[src/rtl/fifo_stream_reader_pkg.sv]
// Shared constants for the FIFO read-drain stage and neighbouring stream stages.
package fifo_stream_reader_pkg;

    localparam int DEF_DATA_WIDTH  = 16;
    localparam int FIFO_RD_LATENCY = 1;

    // Skid buffer geometry: one entry per cycle of read latency plus the
    // word being presented, plus one so a full buffer can still take a capture.
    localparam int BUF_DEPTH = 3;
    localparam int PTR_W     = 2;
    localparam int OCC_W     = 2;

    // Stream bundle control bits: valid, ready, last.
    localparam int STRM_CTRL_W = 3;

    function automatic logic [PTR_W-1:0] ptr_inc(input logic [PTR_W-1:0] p);
        return (p == PTR_W'(BUF_DEPTH - 1)) ? '0 : p + PTR_W'(1);
    endfunction

endpackage

[src/rtl/fifo_stream_reader_if.sv]
// Valid/ready stream bundle with packet framing marker.
interface fifo_stream_reader_if
    import fifo_stream_reader_pkg::*;
#(
    parameter int DATA_WIDTH = DEF_DATA_WIDTH
);
    logic                  m_valid;
    logic                  m_ready;
    logic [DATA_WIDTH-1:0] m_data;
    logic                  m_last;

    modport master (output m_valid, m_data, m_last, input m_ready);
    modport slave  (input m_valid, m_data, m_last, output m_ready);
endinterface

[src/rtl/fifo_stream_reader_skid_buf.sv]
// Three-entry circular buffer: push at tail, pop at head, head word always visible.
module stream_skid_buf
    import fifo_stream_reader_pkg::*;
#(
    parameter int DATA_WIDTH = DEF_DATA_WIDTH
) (
    input  logic                  clk,
    input  logic                  reset,
    input  logic                  push,
    input  logic [DATA_WIDTH-1:0] push_data,
    input  logic                  pop,
    output logic [OCC_W-1:0]      occ,
    output logic [DATA_WIDTH-1:0] head_data
);
    logic [DATA_WIDTH-1:0] mem [BUF_DEPTH];
    logic [PTR_W-1:0]      head, tail;

    assign head_data = mem[head];

    always_ff @(posedge clk) begin
        if (reset) begin
            head <= '0;
            tail <= '0;
            occ  <= '0;
            for (int i = 0; i < BUF_DEPTH; i++) mem[i] <= '0;
        end else begin
            if (push) begin
                mem[tail] <= push_data;
                tail      <= ptr_inc(tail);
            end
            if (pop) head <= ptr_inc(head);
            // Modular add/sub keeps push+pop at occ=3 correct.
            occ <= occ + OCC_W'(push) - OCC_W'(pop);
        end
    end

endmodule

[src/rtl/fifo_stream_reader.sv]
// Drains sync_fifo into a framed valid/ready stream, hiding the FIFO's read latency.
module fifo_stream_reader
    import fifo_stream_reader_pkg::*;
#(
    parameter int DATA_WIDTH    = DEF_DATA_WIDTH,
    parameter int PKT_LEN       = 8,
    parameter int PKT_CNT_WIDTH = 16
) (
    input  logic                     clk,
    input  logic                     reset,
    input  logic                     fifo_empty,
    output logic                     fifo_rd_en,
    input  logic [DATA_WIDTH-1:0]    fifo_data,
    fifo_stream_reader_if.master     m,
    output logic [PKT_CNT_WIDTH-1:0] pkt_count
);
    localparam int               BEAT_W    = (PKT_LEN > 1) ? $clog2(PKT_LEN) : 1;
    localparam logic [BEAT_W-1:0] LAST_BEAT = BEAT_W'(PKT_LEN - 1);

    logic              inflight;
    logic [OCC_W-1:0]  occ;
    logic [2:0]        occ_sum;
    logic [BEAT_W-1:0] beat;
    logic              pop;

    stream_skid_buf #(.DATA_WIDTH(DATA_WIDTH)) u_buf (
        .clk       (clk),
        .reset     (reset),
        .push      (inflight),
        .push_data (fifo_data),
        .pop       (pop),
        .occ       (occ),
        .head_data (m.m_data)
    );

    // Reserve a slot for every outstanding read so a capture can never overflow.
    assign occ_sum    = {1'b0, occ} + {2'b00, inflight};
    assign fifo_rd_en = !reset && !fifo_empty && (occ_sum < 3'd3);

    assign m.m_valid = (occ != '0);
    assign m.m_last  = m.m_valid && (beat == LAST_BEAT);
    assign pop       = m.m_valid && m.m_ready;

    always_ff @(posedge clk) begin
        if (reset) begin
            inflight  <= 1'b0;
            beat      <= '0;
            pkt_count <= '0;
        end else begin
            inflight <= fifo_rd_en;
            if (pop) begin
                if (m.m_last) begin
                    beat      <= '0;
                    pkt_count <= pkt_count + PKT_CNT_WIDTH'(1);
                end else begin
                    beat <= beat + BEAT_W'(1);
                end
            end
        end
    end

    ap_no_overflow: assert property (@(posedge clk) disable iff (reset) occ_sum <= 3'd3);
    ap_no_empty_read: assert property (@(posedge clk) !(fifo_rd_en && fifo_empty));

endmodule
[src/flat_wrapper.sv]
// flat-port wrapper written by rule: the top's interface ports become plain ports
module fifo_stream_reader_flat import fifo_stream_reader_pkg::*;
#(
    parameter int DATA_WIDTH    = DEF_DATA_WIDTH,
    parameter int PKT_LEN       = 8,
    parameter int PKT_CNT_WIDTH = 16
)
  (clk, reset, fifo_empty, fifo_rd_en, fifo_data, pkt_count, m_m_valid, m_m_data, m_m_last, m_m_ready);
  fifo_stream_reader_if #(.DATA_WIDTH(DATA_WIDTH)) m_i ();
  input  logic clk;
  input  logic reset;
  input  logic fifo_empty;
  output logic fifo_rd_en;
  input  logic [DATA_WIDTH-1:0] fifo_data;
  output logic [PKT_CNT_WIDTH-1:0] pkt_count;
  output wire logic [$bits(m_i.m_valid)-1:0] m_m_valid;
  output wire logic [$bits(m_i.m_data)-1:0] m_m_data;
  output wire logic [$bits(m_i.m_last)-1:0] m_m_last;
  input wire logic [$bits(m_i.m_ready)-1:0] m_m_ready;
  assign m_m_valid = m_i.m_valid;
  assign m_m_data = m_i.m_data;
  assign m_m_last = m_i.m_last;
  assign m_i.m_ready = m_m_ready;
  fifo_stream_reader #(.DATA_WIDTH(DATA_WIDTH), .PKT_LEN(PKT_LEN), .PKT_CNT_WIDTH(PKT_CNT_WIDTH)) u_core (.clk(clk), .reset(reset), .fifo_empty(fifo_empty), .fifo_rd_en(fifo_rd_en), .fifo_data(fifo_data), .m(m_i), .pkt_count(pkt_count));
endmodule
[config.mk]
export PLATFORM = sky130hd
export DESIGN_NAME = fifo_stream_reader_flat
export DESIGN_NICKNAME = d
export VERILOG_FILES = /design/src/rtl/fifo_stream_reader_pkg.sv /design/src/rtl/fifo_stream_reader_if.sv /design/src/rtl/fifo_stream_reader_skid_buf.sv /design/src/rtl/fifo_stream_reader.sv /design/src/flat_wrapper.sv
export SDC_FILE = /design/constraint.sdc
export NUM_CORES = 1
export LEC_CHECK = 0
export BUFFER_PORTS_ARGS = -buffer_cell sky130_fd_sc_hd__buf_2
export CORE_UTILIZATION = 57
export DETAILED_ROUTE_END_ITERATION = 8
export GPL_ROUTABILITY_DRIVEN = 0
export GPL_TIMING_DRIVEN = 1
export PLACE_DENSITY_LB_ADDON = 0.25
export SLEW_MARGIN = 20
export SYNTH_ARGS = -nofsm -noshare
export SYNTH_HDL_FRONTEND = slang
export SYNTH_SLANG_ARGS = --single-unit
[constraint.sdc]
create_clock -name clk -period 3.02 [get_ports clk]
set_clock_uncertainty 0.15 [all_clocks]
set_input_delay 0.151 -clock clk [delete_from_list [all_inputs] [get_ports clk]]
set_output_delay 0.151 -clock clk [all_outputs]
set_load 0.05 [all_outputs]
==> metrics.md, run 1 <==
| Metric | Value |
|---|---|
| Status | completed |
| Area Growth Syn to Fin | 19.08% |
| CTS max path bufs | 2 |
| Most common library cells after synthesis | 64 x edfxtp_1, 33 x and2_1, 28 x dfxtp_1, 18 x nor2_1, 17 x and3_1 |
| Antenna-violating nets left | 0 |
| Final design utilization | 71.81% |
| Synth Instances | 283 |
| Yosys cell types | 32 |
| Static Leak | 1.854 nW |
| Grt ovf | 0 |
| CP max stage cell | nor2b_1 |
| Max-cap violations | 0 |
| Multi-input gate area | 0.001343 mm^2 |
| Critical Path RT | 2.87 ns |
| Seq/Total Area, Yosys | 63.73% |
| Vias per cell | 5.718 |
| Metal2 WL | 3793 um |
| Syn_nets | 309 |
| CP Class | flip-flop to flip-flop |
| Via Count | 2516 |
| Initial Util | 60.31% |
| Die W | 84.67 um |
| Drt wl/cell | 17.36 um |
| Fin. Hold Viols | 0 |
| Critical Path Start Type | flip-flop |
| Fillers | 443 |
| Vias in the first global route | 2510 |
| CTS tree | done |
| Initial antenna violation count | 0 |
| Share of cells above drive strength 1 | 27.82% |
| Largest net degree at the start of global routing | 33 |
| Root Buffer | clkbuf_8 |
| Clock Latency Late Sink | 0.35 ns |
| Highest routed layer | met4 |
| Seq cells post-synth | 92 |
| Cell Chain, Critical Path | nor2b_1 > buf_4 > nand2_1 > nor2_1 > or2_2 |
| Final Net Count | 384 |
| Pwr Density | 655.1 mW/mm^2 |
| Gr usage total | 22.77% |
| Primary FF master, synth | edfxtp_1 |
| Synth top area share | 49.34% |
| TritonCTS Buffers | 9 |
| Fin. max-slew vios | 0 |
| Final wirelength | 7639 um |
| Fraction of registers with async set or reset after synthesis | 0% |
| H-tree Lvls | 3 |
| Crit-path leading delay family | simple AND/OR/NAND/NOR gates |
| Die H | 84.67 um |
| Number of cell rows | 29 |
| Worst VDD drop | 0.4695 mV |
| Worst Path Max Fanout | 16 |
| Tmin final | 2.386 ns |
| Min-Delay Path Class | primary input to flip-flop |
| Actual slew at the worst max-slew pin | 0.7900 ns |
| # DRC | 0 |
| Io pins | 55 |
| Number of diodes | 0 |
| Slew Limit Headroom | 47.26% |
| CORE AREA | 0.006459 mm^2 |
| Tcrit/Tclk final | 79.00% |
| Crit path capture type | flip-flop |
| Critical Path AT | 2.23 ns |
| HPWL Detailed | 4846 um |
| Fmax | 419.1 MHz |
| Syn avg cell area | 13.76 um^2 |
| Syn. warnings | 0 |
| Top-count cell post-synth | edfxtp_1 |
| Clk slew on worst S/H paths | 0.09 ns |
| Mapped cell area | 0.003895 mm^2 |
| First-pass GRT wire length | 12250 um |
| Wl on met1 | 3424 um |
| DR WL met3 | 303 um |
| Biggest area consumer among synthesized cells | edfxtp_1 |
| Clk sinks | 92 |
| Pwr Total | 0.003039 W |
| Setup_tns | 0 ns |
| # port buffers | 54 |
| First-pass DRT Iterations | 6 |
| Sequential cell area | 0.002482 mm^2 |
| Area contributors post-synth | edfxtp_1 49%, dfxtp_1 14%, mux4_2 9.3%, and2_1 5.3%, and3_1 2.7% |
| EDFF count, synth | 64 |
| RSZ-0062 raised after global routing | no |
| CP bufs+invs | 1 |
| Die ar. | 0.007168 mm^2 |
| Final setup viols | 0 |
| Post-CTS Setup Bufs | 0 |
| First DRT Iteration DRCs | 182 |
| Worst stage delay on the critical path | 0.51 ns |
==> cells in the final DEF, fill, tap and decap left out, drive strengths merged <==
master,netlist,layout
nand3,4,4
or2,3,3
nor2,18,18
nor2b,2,2
or3,9,9
edfxtp,64,64
a21o,1,1
nand2,10,10
and3,17,17
nand4,4,4
a21oi,13,13
a2111oi,2,2
o211a,1,1
dfxtp,28,28
and4,1,1
clkbuf,13,9
bufinv,0,1
or4,2,2
mux2,1,1
xor2,4,4
dlygate4sd3,0,17
nor3,5,5
o211ai,1,1
inv,2,2
nor3b,2,2
ha,6,6
clkinv,0,5
buf,3,63
o21ai,10,10
and2,33,33
xnor2,6,6
mux4,16,16
clkinvlp,0,1
mux2i,2,2
==> power by group <==
part,internal [W],switching [W],total (W)
clock,0.000387,0.000448,0.000835
sequential,0.00143,0.0000729,0.00150
combinational,0.000253,0.000452,0.000705
total,0.00207,0.000973,0.00304
==> metal layers <==
layer	track usage (%)	vias up
met5	0	-
met4	9.707	0
met3	3.835	11
met2	38.14	77
met1	29.63	1223
li1	-	1205
==> registers in the layout, indices dropped and copies added, names as in the netlist, named ones only <==
name,cells
u_core.u_buf.mem,64
u_core.u_buf.head,2
u_core.pkt_count,16
u_core.u_buf.occ,2
u_core.u_buf.tail,2
u_core.beat,3
u_core.inflight,1
==> worst min-delay path, cell delays in order <==
cell and delay [ns]:
buf_2 0.13, o211ai_4 0.12, nand2_1 0.08, a21oi_1 0.07
==> path summary, 6_finish.rpt <==
check,startpoint,endpoint,slack [ns],depth (start not counted)
max reg2reg,u_core.inflight,u_core.u_buf.mem[1][10],0.63,5
min,m_m_ready,u_core.pkt_count[1],0.10,4
max,u_core.inflight,u_core.u_buf.mem[1][10],0.63,5
min reg2reg,u_core.beat[1],u_core.beat[1],0.36,2
==> cells by family after synthesis <==
logic type | count (synthesis) | synth area share (%)
xor gates and xnor gates | 10 | 2.249
DFF | 92 | 63.73
AOI/OAI and AO/OA | 28 | 4.401
and+or+nand+nor | 110 | 15.80
muxes | 19 | 10.05
buffers and inverters | 18 | 1.831
adders and majority gates | 6 | 1.927
==> stage by stage <==
step                      hold slack [ns]  setup WS (ns)  cell area [um^2]  std cells
final                              0.1036         0.6341              4638        440
after global routing               0.1262         0.4862              4638        440
after CTS                         0.07834         0.6638              4638        440
after detailed placement           0.1882         0.6810              4267        407
after global placement             0.1863         0.7912              4267        407
after floorplan                   0.08406        0.05939              3896        283
==> timing repair <==
| action | 4_1_cts | 5_1_grt |
|---|---|---|
| endpoints found under the hold margin | 57 | 0 |
| gates resized for setup | 0 | 0 |
| hold buffers | 17 | 0 |
==> area by class of cell <==
type | count | share of cell area (%)
Sequential cell | 92 | 53.52
Multi-Input combinational cell | 173 | 28.95
Clock buffer | 9 | 2.671
Inverter | 2 | 0.1619
Timing Repair Buffer | 80 | 10.95
Clock inverter | 7 | 1.673
Tap cell | 77 | 2.077
Power figures use the tool's default switching activity.
==> run 2, diff against run 1 <==
==> constraint.sdc (replaced) <==
create_clock -name clk -period 2.25 [get_ports clk]
set_clock_uncertainty 0.15 [all_clocks]
set_input_delay 0.1125 -clock clk [delete_from_list [all_inputs] [get_ports clk]]
set_output_delay 0.1125 -clock clk [all_outputs]
set_load 0.05 [all_outputs]
==> run 2 against run 1 <==
  * Design area grew 0.46%
  * First-iteration DRC count shrank 13%
  * Via count shrank 1.2%
  * Critical path depth shrank 1
  * Wire length shrank 6.5%
  * Flip-flop and latch count is the same
  * Largest power group unchanged
  * Clock-buffer cell count grew 3
  * Clock power grew 17%
  * Register-to-register slack lost 0.46 ns
==> metrics.md, run 2 (synthesis results as in run 1) <==
| Metric | Value |
|---|---|
| HP Start | reset |
| Largest registers | u_core.u_buf.mem x64, u_core.pkt_count x16, u_core.beat x3 |
| Vias per cell | 5.599 |
| Actual slew at the worst max-slew pin | 0.4557 ns |
| Clock Latency Late Sink | 0.35 ns |
| Die H | 84.67 um |
| Max-cap violations | 0 |
| Min-Delay Path Class | primary input to flip-flop |
| Worst stage delay on the critical path | 0.37 ns |
| Tmin final | 2.125 ns |
| CORE AREA | 0.006459 mm^2 |
| Worst VDD drop | 0.5334 mV |
| Initial Util | 60.31% |
| Most frequent cells in the layout | 64 x edfxtp_1, 53 x buf_2, 33 x and2_1 |
| CTS tree | done |
| Final wirelength | 7143 um |
| Share of cells above drive strength 1 | 30.25% |
| First-pass DRT Iterations | 6 |
| Biggest register | u_core.u_buf.mem |
| Drt wl/cell | 16.09 um |
| Fin. max-slew vios | 0 |
| Number of diodes | 0 |
| Critical Path Start Type | flip-flop |
| Initial antenna violation count | 0 |
| Slew Limit Headroom | 69.62% |
| TritonCTS Buffers | 9 |
| Reg2reg start | u_core.beat[0] |
| Pwr Density | 844.3 mW/mm^2 |
| Io pins | 55 |
| Antenna-violating nets left | 0 |
| Fmax | 470.5 MHz |
| RSZ-0062 raised after global routing | no |
| Vias in the first global route | 2560 |
| Gr usage total | 22.53% |
| Most common cell after layout, fill and taps aside | edfxtp_1 |
| Final design utilization | 72.14% |
| Max reg flops | 64 |
| Die ar. | 0.007168 mm^2 |
| CP startpoint | u_core.u_buf.occ[0] |
| CTS max path bufs | 2 |
| Status | completed |
| HPWL Detailed | 4596 um |
| Crit path capture type | primary output |
| Critical Path RT | 1.99 ns |
| H-tree Lvls | 3 |
| CP Class | flip-flop to primary output |
| Critical Path AT | 1.86 ns |
| Final setup viols | 0 |
| Tcrit/Tclk final | 94.47% |
| First-pass GRT wire length | 12020 um |
| Clk slew on worst S/H paths | 0.08 ns |
| Pwr Total | 0.003934 W |
| Final Net Count | 388 |
| Via Count | 2486 |
| # DRC | 0 |
| Clk sinks | 92 |
| CP max stage cell | dfxtp_2 |
| Top cell by count, worst path | ha_1 |
| Root Buffer | clkbuf_8 |
| Number of cell rows | 29 |
| # port buffers | 54 |
| First DRT Iteration DRCs | 158 |
| Largest net degree at the start of global routing | 33 |
| Static Leak | 1.860 nW |
| Setup_tns | 0 ns |
| Grt ovf | 0 |
| Worst Path Max Fanout | 6 |
| Fin. Hold Viols | 0 |
| Cell Chain, Critical Path | ha_1 > ha_1 > a2111oi_2 > clkbuf_4 |
| Area Growth Syn to Fin | 19.63% |
| Die W | 84.67 um |
==> run 2: through the flow <==
step	setup slack [ns]	cells	cell area, um^2	hold WS (ns)
3_5_place_dp	0.06280	411	4304	0.1740
3_3_place_gp	0.1303	411	4304	0.1593
6_report	0.1245	444	4659	0.09697
4_1_cts	0.0008291	444	4644	0.08242
2_1_floorplan	0.005095	283	3904	0.04556
5_1_grt	0.01588	444	4659	0.1075
==> run 2: path summary, 6_finish.rpt <==
path | endpoint | slack, ns | cells after the start
worst max-delay path | fifo_rd_en | 0.12 | 4
worst min-delay path | u_core.pkt_count[4] | 0.1 | 3
worst max register to register | u_core.pkt_count[15] | 0.17 | 6
worst min register to register | u_core.pkt_count[1] | 0.34 | 2
==> run 2: layer usage <==
| metal | global-route usage (%) | wire [um] | share of wire [%] | vias to the layer above |
|---|---|---|---|---|
| met1 | 28.39 | 3243 | 45 | 1192 |
| met3 | 3.933 | 248 | 3.5 | 13 |
| li1 | - | - | - | 1213 |
| met2 | 37.55 | 3497 | 49 | 68 |
| met4 | 12.02 | 153 | 2.1 | 0 |
| met5 | 0 | 0 | 0 | - |
==> run 2: final cells by class <==
cell class / instances / area (um^2)
clock inverter: 4 / 25.02
fill: 451 / 1799
sequential: 92 / 2487
clock buffer: 12 / 145.1
timing repair buffer: 84 / 540.5
tap: 77 / 96.34
multi-input combinational: 173 / 1358
inverter: 2 / 7.507
==> run 2: repair_timing <==
item                                    CTS  global route
hold buffers                             17             0
gates resized for setup                   0             6
setup buffers                             0             0
endpoints found under the setup margin    0             8
endpoints found under the hold margin    65             0
==> run 2: worst max-delay path: cells and delay by family, from the launching register on <==
family / cells / cell delay (ns)
AO/OA/AOI/OAI: 1 / 0.35
buffers and inverters: 1 / 0.29
adder cells (fa/ha/maj): 2 / 0.50
flip-flops: 1 / 0.37
==> run 2: power by group <==
part | switching, W | total [W] | internal, W
Clock | 0.000544 | 0.000973 | 0.000429
Combinational | 0.000626 | 0.000973 | 0.000347
Sequential | 0.0000735 | 0.00199 | 0.00192
Total | 0.00124 | 0.00393 | 0.00269
==> run 3, diff against run 2 <==
--- a/config.mk
+++ b/config.mk
@@ -6,7 +6,7 @@
 export NUM_CORES = 1
 export LEC_CHECK = 0
 export BUFFER_PORTS_ARGS = -buffer_cell sky130_fd_sc_hd__buf_2
-export CORE_UTILIZATION = 57
+export CORE_UTILIZATION = 51
 export DETAILED_ROUTE_END_ITERATION = 8
 export GPL_ROUTABILITY_DRIVEN = 0
 export GPL_TIMING_DRIVEN = 1
==> constraint.sdc (replaced) <==
create_clock -name clk -period 1.82 [get_ports clk]
set_clock_uncertainty 0.15 [all_clocks]
set_input_delay 0.091 -clock clk [delete_from_list [all_inputs] [get_ports clk]]
set_output_delay 0.091 -clock clk [all_outputs]
set_load 0.05 [all_outputs]
==> run 3 against run 2 <==
  * The flow now finishes with violations (negative setup slack)
  * First-iteration DRC count fell by 1.9%
  * Register-to-register slack got worse by 0.33 ns
  * Wire length rose by 10%
  * Sequential power rose by 24%
  * Largest cell class unchanged
  * Utilization down 0.65 points
  * Hold slack gained 0.0043 ns
==> metrics.md, run 3 (synthesis results as in run 1) <==
| Metric | Value |
|---|---|
| CP bufs+invs | 0 |
| Number of cell rows | 31 |
| Highest routed layer | met4 |
| Die W | 89.39 um |
| Comb power frac | 31.3% |
| Final wirelength | 7862 um |
| Crit path capture type | flip-flop |
| Biggest register | u_core.u_buf.mem |
| Antenna-violating nets left | 0 |
| Number of diodes | 0 |
| Most common cell after layout, fill and taps aside | edfxtp_1 |
| RSZ-0062 raised after global routing | yes |
| # DRC | 0 |
| Die H | 89.39 um |
| # port buffers | 54 |
| Status | finished with violations |
| First-pass GRT wire length | 12500 um |
| Critical Path AT | 2.10 ns |
| Cell Chain, Critical Path | ha_4 > ha_4 > o211ai_4 > or4_4 > or3_1 > a21oi_1 |
| Largest registers | u_core.u_buf.mem x64, u_core.pkt_count x16, u_core.beat x3 |
| Failing checks | negative setup slack |
| Max-cap violations | 0 |
| RR Endpoint | u_core.pkt_count[9] |
| Final Net Count | 412 |
| Io pins | 55 |
| Place WS | -0.2075 ns |
| Vias in the first global route | 2515 |
| Drt wl/cell | 16.04 um |
| Pwr Density | 1035 mW/mm^2 |
| Clock Latency Late Sink | 0.34 ns |
| Critical Path RT | 1.94 ns |
| Slew Limit Headroom | 75.95% |
| Die ar. | 0.007991 mm^2 |
| Hold slack | 0.1013 ns |
| Hold EP | u_core.pkt_count[1] |
| Metal2 WL | 4018 um |
| Initial Util | 53.13% |
| Clk slew on worst S/H paths | 0.08 ns |
| Largest net degree at the start of global routing | 33 |
| Fin. max-slew vios | 0 |
| Final worst slack | -0.1569 ns |
| Wl on met1 | 3434 um |
| HP Start | m_m_ready |
| HPWL Detailed | 5026 um |
| Share of cells above drive strength 1 | 38.87% |
| Actual slew at the worst max-slew pin | 0.3607 ns |
| H-tree Lvls | 3 |
| First DRT Iteration DRCs | 155 |
| Worst Path Max Fanout | 7 |
| CP max stage cell | or4_4 |
| Gr usage total | 21.46% |
| Fmax | 505.8 MHz |
| DP Cell Count | 451 |
| Most frequent cells in the layout | 64 x edfxtp_1, 36 x buf_2, 32 x and2_1 |
| CP Class | flip-flop to flip-flop |
| Final setup viols | 18 |
| Vias per cell | 5.294 |
| Tmin final | 1.977 ns |
| Root Buffer | clkbuf_8 |
| Worst VDD drop | 0.7085 mV |
| Crit-path leading delay family | simple AND/OR/NAND/NOR gates |
| Initial antenna violation count | 0 |
| Max reg flops | 64 |
| Critical Path Start Type | flip-flop |
| Clock Power Share | 23.2% |
| DR WL met3 | 341 um |
| Min-Delay Path Class | primary input to flip-flop |
| Worst hold stages | 4 |
| Fin. Hold Viols | 0 |
| CORE AREA | 0.007331 mm^2 |
| R2R setup slack | -0.16 ns |
| Reg2reg path depth | 6 |
| First-pass DRT Iterations | 4 |
| Pint | 0.003768 W |
| Clk sinks | 92 |
| Area Growth Syn to Fin | 34.56% |
| Static Leak | 2.064 nW |
| Setup_tns | -1.339 ns |
| CTS tree | done |
| Reg2reg start | u_core.beat[1] |
| Via Count | 2594 |
| Grt ovf | 0 |
| Switching pwr | 0.001657 W |
| CTS max path bufs | 2 |
| Sw Share | 30.55% |
| Seq pwr share | 45.5% |
| Final cell count without fillers | 490 |
| TritonCTS Buffers | 9 |
| Tcrit/Tclk final | 108.6% |
| Worst stage delay on the critical path | 0.58 ns |
| Top cell by count, worst path | ha_4 |
[run 3: layer usage]
layer  vias up  global-route usage (%)
li1       1261                       -
met1      1268                   28.38
met2        59                   36.02
met3         6                   4.894
met4         0                   5.628
met5         -                       0
[run 3: power groups by stage]
stage	logic, W	registers, W	clock network [W]
3_3_place_gp	0.00131	0.00250	0
4_1_cts	0.00166	0.00247	0.00128
5_1_grt	0.00182	0.00248	0.00137
6_report	0.00170	0.00247	0.00126
3_5_place_dp	0.00132	0.00250	0
2_1_floorplan	0.000967	0.00248	0
[run 3: timing repair]
action                     4_1_cts  5_1_grt
hold buffers                    17        0
cloned                           1        0
setup buffers                    3        3
hold endpoints to repair        65        0
resized for setup               50        8
pin swaps                        3        1
setup endpoints to repair       25       43
[run 3: per-stage QoR]
stage	instance area [um^2]	util, %	total power (W)
4_1_cts	5207	71.04	0.005414
3_5_place_dp	4609	62.88	0.003826
2_1_floorplan	3990	-	0.003445
5_1_grt	5241	71.50	0.005674
6_report	5241	71.50	0.005425
3_3_place_gp	4609	62.88	0.003800
[run 3: how the worst max path moves through the flow]
stage          cells after the start  slack (ns)           start                   end
2_1_floorplan                      7       -0.19  u_core.beat[1]  u_core.pkt_count[11]
3_3_place_gp                       6       -0.16  u_core.beat[1]  u_core.pkt_count[13]
3_5_place_dp                       6       -0.21  u_core.beat[1]  u_core.pkt_count[13]
4_1_cts                            6       -0.14  u_core.beat[1]  u_core.pkt_count[13]
5_1_grt                            6       -0.19  u_core.beat[0]  u_core.pkt_count[11]
6_report                           6       -0.16  u_core.beat[1]   u_core.pkt_count[9]
[run 3: layout make-up]
cell class / count / area, um^2
timing repair buffer: 108 / 965.9
clock buffer: 13 / 160.2
tap: 99 / 123.9
inverter: 2 / 7.507
sequential: 92 / 2512
fill: 492 / 2090
multi-input combinational: 173 / 1450
clock inverter: 3 / 21.27
[run 3: tightest hold or removal path, cell delays in order]
cell and delay [ns]:
buf_2 0.13, o211a_1 0.19, nand2_1 0.09, a21oi_1 0.05
